<file path="src/rtl/mem_port_arbiter_if.sv">
// mem_port_arbiter_if: fetch and load/store request/response bundle between pipeline and arbiter.
// Revision: 1.0
`default_nettype none

interface mem_port_arbiter_if #(
  parameter int AW = 32,
  parameter int DW = 32
);
  logic          i_req;
  logic [AW-1:0] i_addr;
  logic          i_gnt;
  logic          i_ack;
  logic [DW-1:0] i_rdata;

  logic          d_req;
  logic          d_we;
  logic [AW-1:0] d_addr;
  logic [DW-1:0] d_wdata;
  logic          d_gnt;
  logic          d_ack;
  logic [DW-1:0] d_rdata;

  modport master (
    output i_req, i_addr, d_req, d_we, d_addr, d_wdata,
    input  i_gnt, i_ack, i_rdata, d_gnt, d_ack, d_rdata
  );

  modport slave (
    input  i_req, i_addr, d_req, d_we, d_addr, d_wdata,
    output i_gnt, i_ack, i_rdata, d_gnt, d_ack, d_rdata
  );
endinterface

`default_nettype wire

</file>
<file path="src/rtl/mem_port_arbiter.sv">
// mem_port_arbiter: shares one registered-read memory between fetch and load/store ports.
// Optional fetch anti-starvation with macro ARB_FAIR_EN. Revision: 1.0
`default_nettype none

module mem_port_arbiter #(
  parameter int AW         = 32,
  parameter int DW         = 32,
  parameter int STARVE_MAX = 4
) (
  input  wire logic          clk,
  input  wire logic          rst,
  mem_port_arbiter_if.slave  bus,
  output logic               mem_we,
  output logic [AW-1:0]      mem_addr,
  output logic [DW-1:0]      mem_wdata,
  input  wire logic [DW-1:0] mem_rdata,
  output logic               busy
);

  typedef enum logic [1:0] {
    IDLE  = 2'd0,
    ISSUE = 2'd1,
    RESP  = 2'd2
  } state_t;

  state_t        state;
  logic          owner_d;
  logic          idle;
  logic          grant_d;
  logic          grant_i;
  logic          force_fetch;
  logic          i_ack_r;
  logic          d_ack_r;
  logic [DW-1:0] i_rdata_r;
  logic [DW-1:0] d_rdata_r;

`ifdef ARB_FAIR_EN
  localparam int CW = $clog2(STARVE_MAX + 1);
  logic [CW-1:0] cnt;

  assign force_fetch = bus.i_req && (cnt == CW'(STARVE_MAX));

  // Counts data grants that passed over a waiting fetch; saturates at STARVE_MAX.
  always_ff @(posedge clk or posedge rst) begin
    if (rst) begin
      cnt <= '0;
    end else if (grant_i) begin
      cnt <= '0;
    end else if (grant_d && bus.i_req && (cnt != CW'(STARVE_MAX))) begin
      cnt <= cnt + CW'(1);
    end
  end
`else
  assign force_fetch = 1'b0;
`endif

  // Grants are combinational and held low while reset is asserted.
  assign idle    = (state == IDLE) && !rst;
  assign grant_d = idle && bus.d_req && !force_fetch;
  assign grant_i = idle && bus.i_req && !grant_d;

  assign bus.d_gnt   = grant_d;
  assign bus.i_gnt   = grant_i;
  assign bus.i_ack   = i_ack_r;
  assign bus.d_ack   = d_ack_r;
  assign bus.i_rdata = i_rdata_r;
  assign bus.d_rdata = d_rdata_r;

  always_ff @(posedge clk or posedge rst) begin
    if (rst) begin
      state     <= IDLE;
      owner_d   <= 1'b0;
      mem_we    <= 1'b0;
      mem_addr  <= '0;
      mem_wdata <= '0;
      busy      <= 1'b0;
      i_ack_r   <= 1'b0;
      d_ack_r   <= 1'b0;
      i_rdata_r <= '0;
      d_rdata_r <= '0;
    end else begin
      i_ack_r <= 1'b0;
      d_ack_r <= 1'b0;
      case (state)
        IDLE: begin
          if (grant_d) begin
            owner_d   <= 1'b1;
            mem_addr  <= bus.d_addr;
            mem_wdata <= bus.d_wdata;
            mem_we    <= bus.d_we;
            busy      <= 1'b1;
            state     <= ISSUE;
          end else if (grant_i) begin
            owner_d  <= 1'b0;
            mem_addr <= bus.i_addr;
            mem_we   <= 1'b0;
            busy     <= 1'b1;
            state    <= ISSUE;
          end
        end
        ISSUE: begin
          // Memory samples address/write on this closing edge.
          mem_we <= 1'b0;
          state  <= RESP;
        end
        RESP: begin
          if (owner_d) begin
            d_ack_r   <= 1'b1;
            d_rdata_r <= mem_rdata;
          end else begin
            i_ack_r   <= 1'b1;
            i_rdata_r <= mem_rdata;
          end
          busy  <= 1'b0;
          state <= IDLE;
        end
        default: begin
          mem_we <= 1'b0;
          busy   <= 1'b0;
          state  <= IDLE;
        end
      endcase
    end
  end

endmodule

`default_nettype wire

</file>
<file path="src/flat_wrapper.sv">
// flat-port wrapper written by rule: the top's interface ports become plain ports
module mem_port_arbiter_flat 
#(
  parameter int AW         = 32,
  parameter int DW         = 32,
  parameter int STARVE_MAX = 4
)
  (clk, rst, mem_we, mem_addr, mem_wdata, mem_rdata, busy, bus_i_req, bus_i_addr, bus_d_req, bus_d_we, bus_d_addr, bus_d_wdata, bus_i_gnt, bus_i_ack, bus_i_rdata, bus_d_gnt, bus_d_ack, bus_d_rdata);
  mem_port_arbiter_if #(.AW(AW), .DW(DW)) bus_i ();
  input  wire logic clk;
  input  wire logic rst;
  output logic mem_we;
  output logic [AW-1:0] mem_addr;
  output logic [DW-1:0] mem_wdata;
  input  wire logic [DW-1:0] mem_rdata;
  output logic busy;
  input wire logic [$bits(bus_i.i_req)-1:0] bus_i_req;
  input wire logic [$bits(bus_i.i_addr)-1:0] bus_i_addr;
  input wire logic [$bits(bus_i.d_req)-1:0] bus_d_req;
  input wire logic [$bits(bus_i.d_we)-1:0] bus_d_we;
  input wire logic [$bits(bus_i.d_addr)-1:0] bus_d_addr;
  input wire logic [$bits(bus_i.d_wdata)-1:0] bus_d_wdata;
  output wire logic [$bits(bus_i.i_gnt)-1:0] bus_i_gnt;
  output wire logic [$bits(bus_i.i_ack)-1:0] bus_i_ack;
  output wire logic [$bits(bus_i.i_rdata)-1:0] bus_i_rdata;
  output wire logic [$bits(bus_i.d_gnt)-1:0] bus_d_gnt;
  output wire logic [$bits(bus_i.d_ack)-1:0] bus_d_ack;
  output wire logic [$bits(bus_i.d_rdata)-1:0] bus_d_rdata;
  assign bus_i.i_req = bus_i_req;
  assign bus_i.i_addr = bus_i_addr;
  assign bus_i.d_req = bus_d_req;
  assign bus_i.d_we = bus_d_we;
  assign bus_i.d_addr = bus_d_addr;
  assign bus_i.d_wdata = bus_d_wdata;
  assign bus_i_gnt = bus_i.i_gnt;
  assign bus_i_ack = bus_i.i_ack;
  assign bus_i_rdata = bus_i.i_rdata;
  assign bus_d_gnt = bus_i.d_gnt;
  assign bus_d_ack = bus_i.d_ack;
  assign bus_d_rdata = bus_i.d_rdata;
  mem_port_arbiter #(.AW(AW), .DW(DW), .STARVE_MAX(STARVE_MAX)) u_core (.clk(clk), .rst(rst), .bus(bus_i), .mem_we(mem_we), .mem_addr(mem_addr), .mem_wdata(mem_wdata), .mem_rdata(mem_rdata), .busy(busy));
endmodule
</file>
<file path="config.mk">
export PLATFORM = sky130hd
export DESIGN_NAME = mem_port_arbiter_flat
export DESIGN_NICKNAME = d
export VERILOG_FILES = /design/src/rtl/mem_port_arbiter_if.sv /design/src/rtl/mem_port_arbiter.sv /design/src/flat_wrapper.sv
export SDC_FILE = /design/constraint.sdc
export NUM_CORES = 1
export LEC_CHECK = 0
export ABC_AREA = 1
export BUFFER_PORTS_ARGS = -buffer_cell sky130_fd_sc_hd__buf_2
export CAP_MARGIN = 20
export CORE_ASPECT_RATIO = 2
export CORE_UTILIZATION = 52
export CTS_BUF_LIST = sky130_fd_sc_hd__clkbuf_4
export DETAILED_ROUTE_END_ITERATION = 16
export PLACE_DENSITY = 0.88
export SYNTH_ARGS = -nofsm -noshare
export SYNTH_HDL_FRONTEND = slang
export SYNTH_SLANG_ARGS = --single-unit
</file>
<file path="constraint.sdc">
create_clock -name clk -period 7.05 [get_ports clk]
set_input_delay 0.3525 -clock clk [delete_from_list [all_inputs] [get_ports clk]]
set_output_delay 0.3525 -clock clk [all_outputs]
set_load 0.005 [all_outputs]
</file>
* Yosys cells after proc, flatten, opt, wreduce, memory -nomap -nowiden *
Cells that the tools add are included.

storage, ports and cells
  output and inout port bits = 134
  word-level logic and storage cells = 46
  register bits after elaboration = 135
  bits of input ports = 133

operators by class
  reduce and logical (&&, ||, !) cells = 14
  bitwise logic cells = 3
  equal/unequal tests = 3
  muxes and demuxes = 16

operators with widths
  cell                  count
  $mux W32              2
  $reduce_and A2 Y1     6
  $mux W1               9
  $logic_and A1 B1 Y1   4
  $mux W2               2
  $pmux W1 S2           2
  $pmux W2 S2           1
  $ne A3 B2 Y1 const B  1
  $not A1 Y1            3
  $eq A2 B1 Y1 const B  1
  $eq A2 B2 Y1 const B  1
  $logic_not A1 Y1      2
  $logic_not A2 Y1      1
  $reduce_bool A2 Y1    1

* Logic depth before layout (Yosys ltp) *
  depth in word-level cells = 8
  mapped depth = 8
  depth with buffers taken out = 7

* Worst setup path before layout *
Ideal clock, no wire load.

  kind = input to output
  start = in rst
  end = out bus_d_gnt
  required time = 6.698 ns
  data arrival time = 4.097 ns
  setup slack = 2.600 ns
  stages on the path = 5
  path through = inv_1 -> nand3_1 -> inv_2 -> buf_4 -> buf_2

between the ends
  cells in the longest elaborated chain, start to end = 3

RTL lines
  item                 RTL line                RTL
  start: declaration   flat_wrapper.sv:11      input wire logic rst;
  $logic_not A1 Y1     mem_port_arbiter.sv:58  assign idle = (state == IDLE) && !rst;
  $logic_and A1 B1 Y1  mem_port_arbiter.sv:58
  $logic_and A1 B1 Y1  mem_port_arbiter.sv:59  assign grant_d = idle && bus.d_req && !force_fetch;
  end: declaration     flat_wrapper.sv:26      output wire logic [$bits(bus_i.d_gnt)-1:0] bus_d_gnt;

Every way passes these cells.

* Worst setup path after layout *
Ends and elaborated chain as after synthesis.

==> summary.txt <==
Run status
  – Status: complete, no violations

Detailed routing
  – Antenna viol nets, final: 0
  – Drt via density: 4.83
  – DRC errors left: 0
  – Initial DRC count: 220
  – Total wire length: 14800 um
  – Iteration count of the initial detailed-routing pass: 6
  – Via count: 5385
  – Avg WL per Cell: 13.3 um

Worst setup path
  – Crit Path Class: input port to output port
  – CP arrival: 2490 ps
  – Crit-path cells: dlygate4sd3_1 -> buf_2 -> inv_6 -> nand3_2 -> inv_2 -> buf_16 -> buf_2
  – Max incr delay on CP: 530 ps
  – Cell mode on critical path: buf_2
  – Crit start category: input port
  – Slowest CP cell: dlygate4sd3_1
  – Crit path max fanout: 64
  – WP data required: 6700 ps
  – Worst setup EP type: output port
  – CP delay by family, top: buffers and inverters
  – Worst path bufs/invs: 6
  – R2R cell count: 6
  – Worst path depth: 7

Floorplanning
  – Rows: 53
  – Die Area: 11200 um2
  – I/O pin count: 267
  – DIE HEIGHT: 149 um
  – Chip width: 75.4 um
  – Initial core utilization: 53.5%
  – Core area: 10500 um2

Job
  – Max-cap violations: 0

STA
  – Final hold viol count: 0
  – Worst Skew: 12.5 ps
  – Achievable Freq: 352 MHz
  – Max-Slew Margin vs Limit: 39.9%
  – Slew Limit Fails: 0
  – TNS Setup: 0 ps
  – Fin crit share: 40.3%
  – Tightest Pin Transition: 901 ps
  – Tmin final: 2840 ps
  – RSZ-0062 raised after global routing: no
  – Setup violators final: 0

Placed design
  – Detailed placer's ending HPWL: 10300 um
  – PortBufs: 266
  – Post-DP Area: 6970 um2
  – RD Place Congestion: 0.835

Logic synthesis
  – Largest area contributor in the netlist: dfrtp_1
  – Post-synthesis average cell area: 8.27 um2
  – Yosys top cell area share: 60.2%
  – Mapped Nets: 811
  – #FFs+latches synth: 135
  – Synth area leaders: dfrtp_1, nand2_1, inv_1, o21ai_0, nand3_1
  – Post-synthesis cell type count: 14
  – Post-synthesis sequential area ratio: 60.2%
  – Synthesis warning total: 0
  – Post-synthesis cell count: 678
  – Mapped Area: 5610 um2

GRT
  – Largest net degree at the start of global routing: 76
  – Global route overflow: 0
  – Vias in the first global route: 5042
  – All-layer global routing usage: 27.2%
  – Antenna violations before repair: 1
  – First-pass GRT wire length: 22900 um

Layout
  – Leading cell types in the layout, fill and taps excluded: nand2_1, buf_2, dfrtp_1
  – Share of layout cells above drive strength 1: 31.8%
  – Post-route cell area: 7680 um2
  – Area grow syn2layout: 36.9%
  – Fin nets: 1097
  – Commonest non-fill, non-tap cell in the layout: nand2_1

Clocking
  – Post-CTS Resized: 0
  – Clock Latency Late Sink: 510 ps
  – Cts hold-fix bufs: 30
  – Clock sinks: 135
  – TritonCTS buffer count: 17
  – Reg clk slew, reported paths: 120 ps
  – Post-CTS Setup Repair Bufs: 0
  – Root Driver: clkbuf_4
  – TritonCTS clock tree: built
  – H-tree levels: 4
  – Clock Path Buffers: 2

Pwr
  – PwrDens: 326 nW/um2
  – Peak supply drop: 0.168 mV
  – P_leak: 4.69 nW

Min path
  – Class of the worst hold path: input port to register
  – Cells on Worst Hold Path: 3
-- report_power, final --
group	switching [mW]	internal, mW	total (mW)
combinational	0.381	0.349	0.729
clock	0.285	0.289	0.574
sequential	0.150	1.05	1.20
total	0.816	1.69	2.50
-- path summary, 6_finish.rpt --
kind / from / end / slack (ps)
max reg2reg: u_core.state[1] / u_core.mem_addr[21] / 4720
max in group asynchronous: rst / u_core.bus.i_rdata[7] / 5280
min: bus_d_wdata[26] / u_core.mem_wdata[26] / 50
max: rst / bus_d_gnt / 4210
min reg2reg: u_core.mem_wdata[23] / u_core.mem_wdata[23] / 480
min in group asynchronous: rst / u_core.mem_addr[2] / 460
-- kinds of logic after synthesis --
group	count (synthesis)	share of synthesized area (%)
simple gates	333	23.1
buf+inv	142	10.4
flops	135	60.2
compound gates	68	6.27
-- registers in the layout, summed over array words and instances (netlist names) --
name                flops
u_core.mem_we           1
u_core.bus.i_ack        1
u_core.busy             1
u_core.bus.i_rdata     32
u_core.state            2
u_core.owner_d          1
u_core.mem_addr        32
u_core.mem_wdata       32
u_core.bus.d_rdata     32
u_core.bus.d_ack        1
-- metrics by stage --
stage          utilization (%)  hold slack (ps)  std cells  power (mW)  setup slack [ps]
6_report                  73.3             46.9       1115        2.50              4210
5_1_grt                   73.3             7.46       1115        2.69              4000
3_3_place_gp              66.5              457       1049        1.88              4470
3_5_place_dp              66.5              460       1049        1.92              4370
4_1_cts                   72.6            0.965       1111        2.51              3970
2_1_floorplan                -              462        678        1.51              2600
-- final cells by class --
class	count	area [um2]
inverter	108	410
clock buffer	18	135
multi-input combinational	401	1670
tap	137	171
fill	805	2800
antenna	1	2.50
clock inverter	14	196
sequential	135	3380
timing repair buffer	301	1720
-- Yosys cell counts (all sizes together) --
cell type,instances
nand2,295
dfrtp,135
inv,108
o21ai,67
nand3,35
buf,26
clkbuf,8
nor2,2
a21oi,1
nand4,1
-- worst register-to-register path: cells and delay by family (launching register included) --
kind,cells,cell delay (ps)
AOI/OAI and AO/OA,1,710
and+or+nand+nor,4,570
DFF,1,480
buffers and inverters,1,460
-- per-layer routing --
metal	GRT usage, %	routed length [um]	vias up
li1	-	-	2607
met1	29.3	5380	2451
met2	46.1	7780	263
met3	7.23	877	64
met4	16.0	794	0
met5	0	0	-
(Power assumes the default switching activity.)
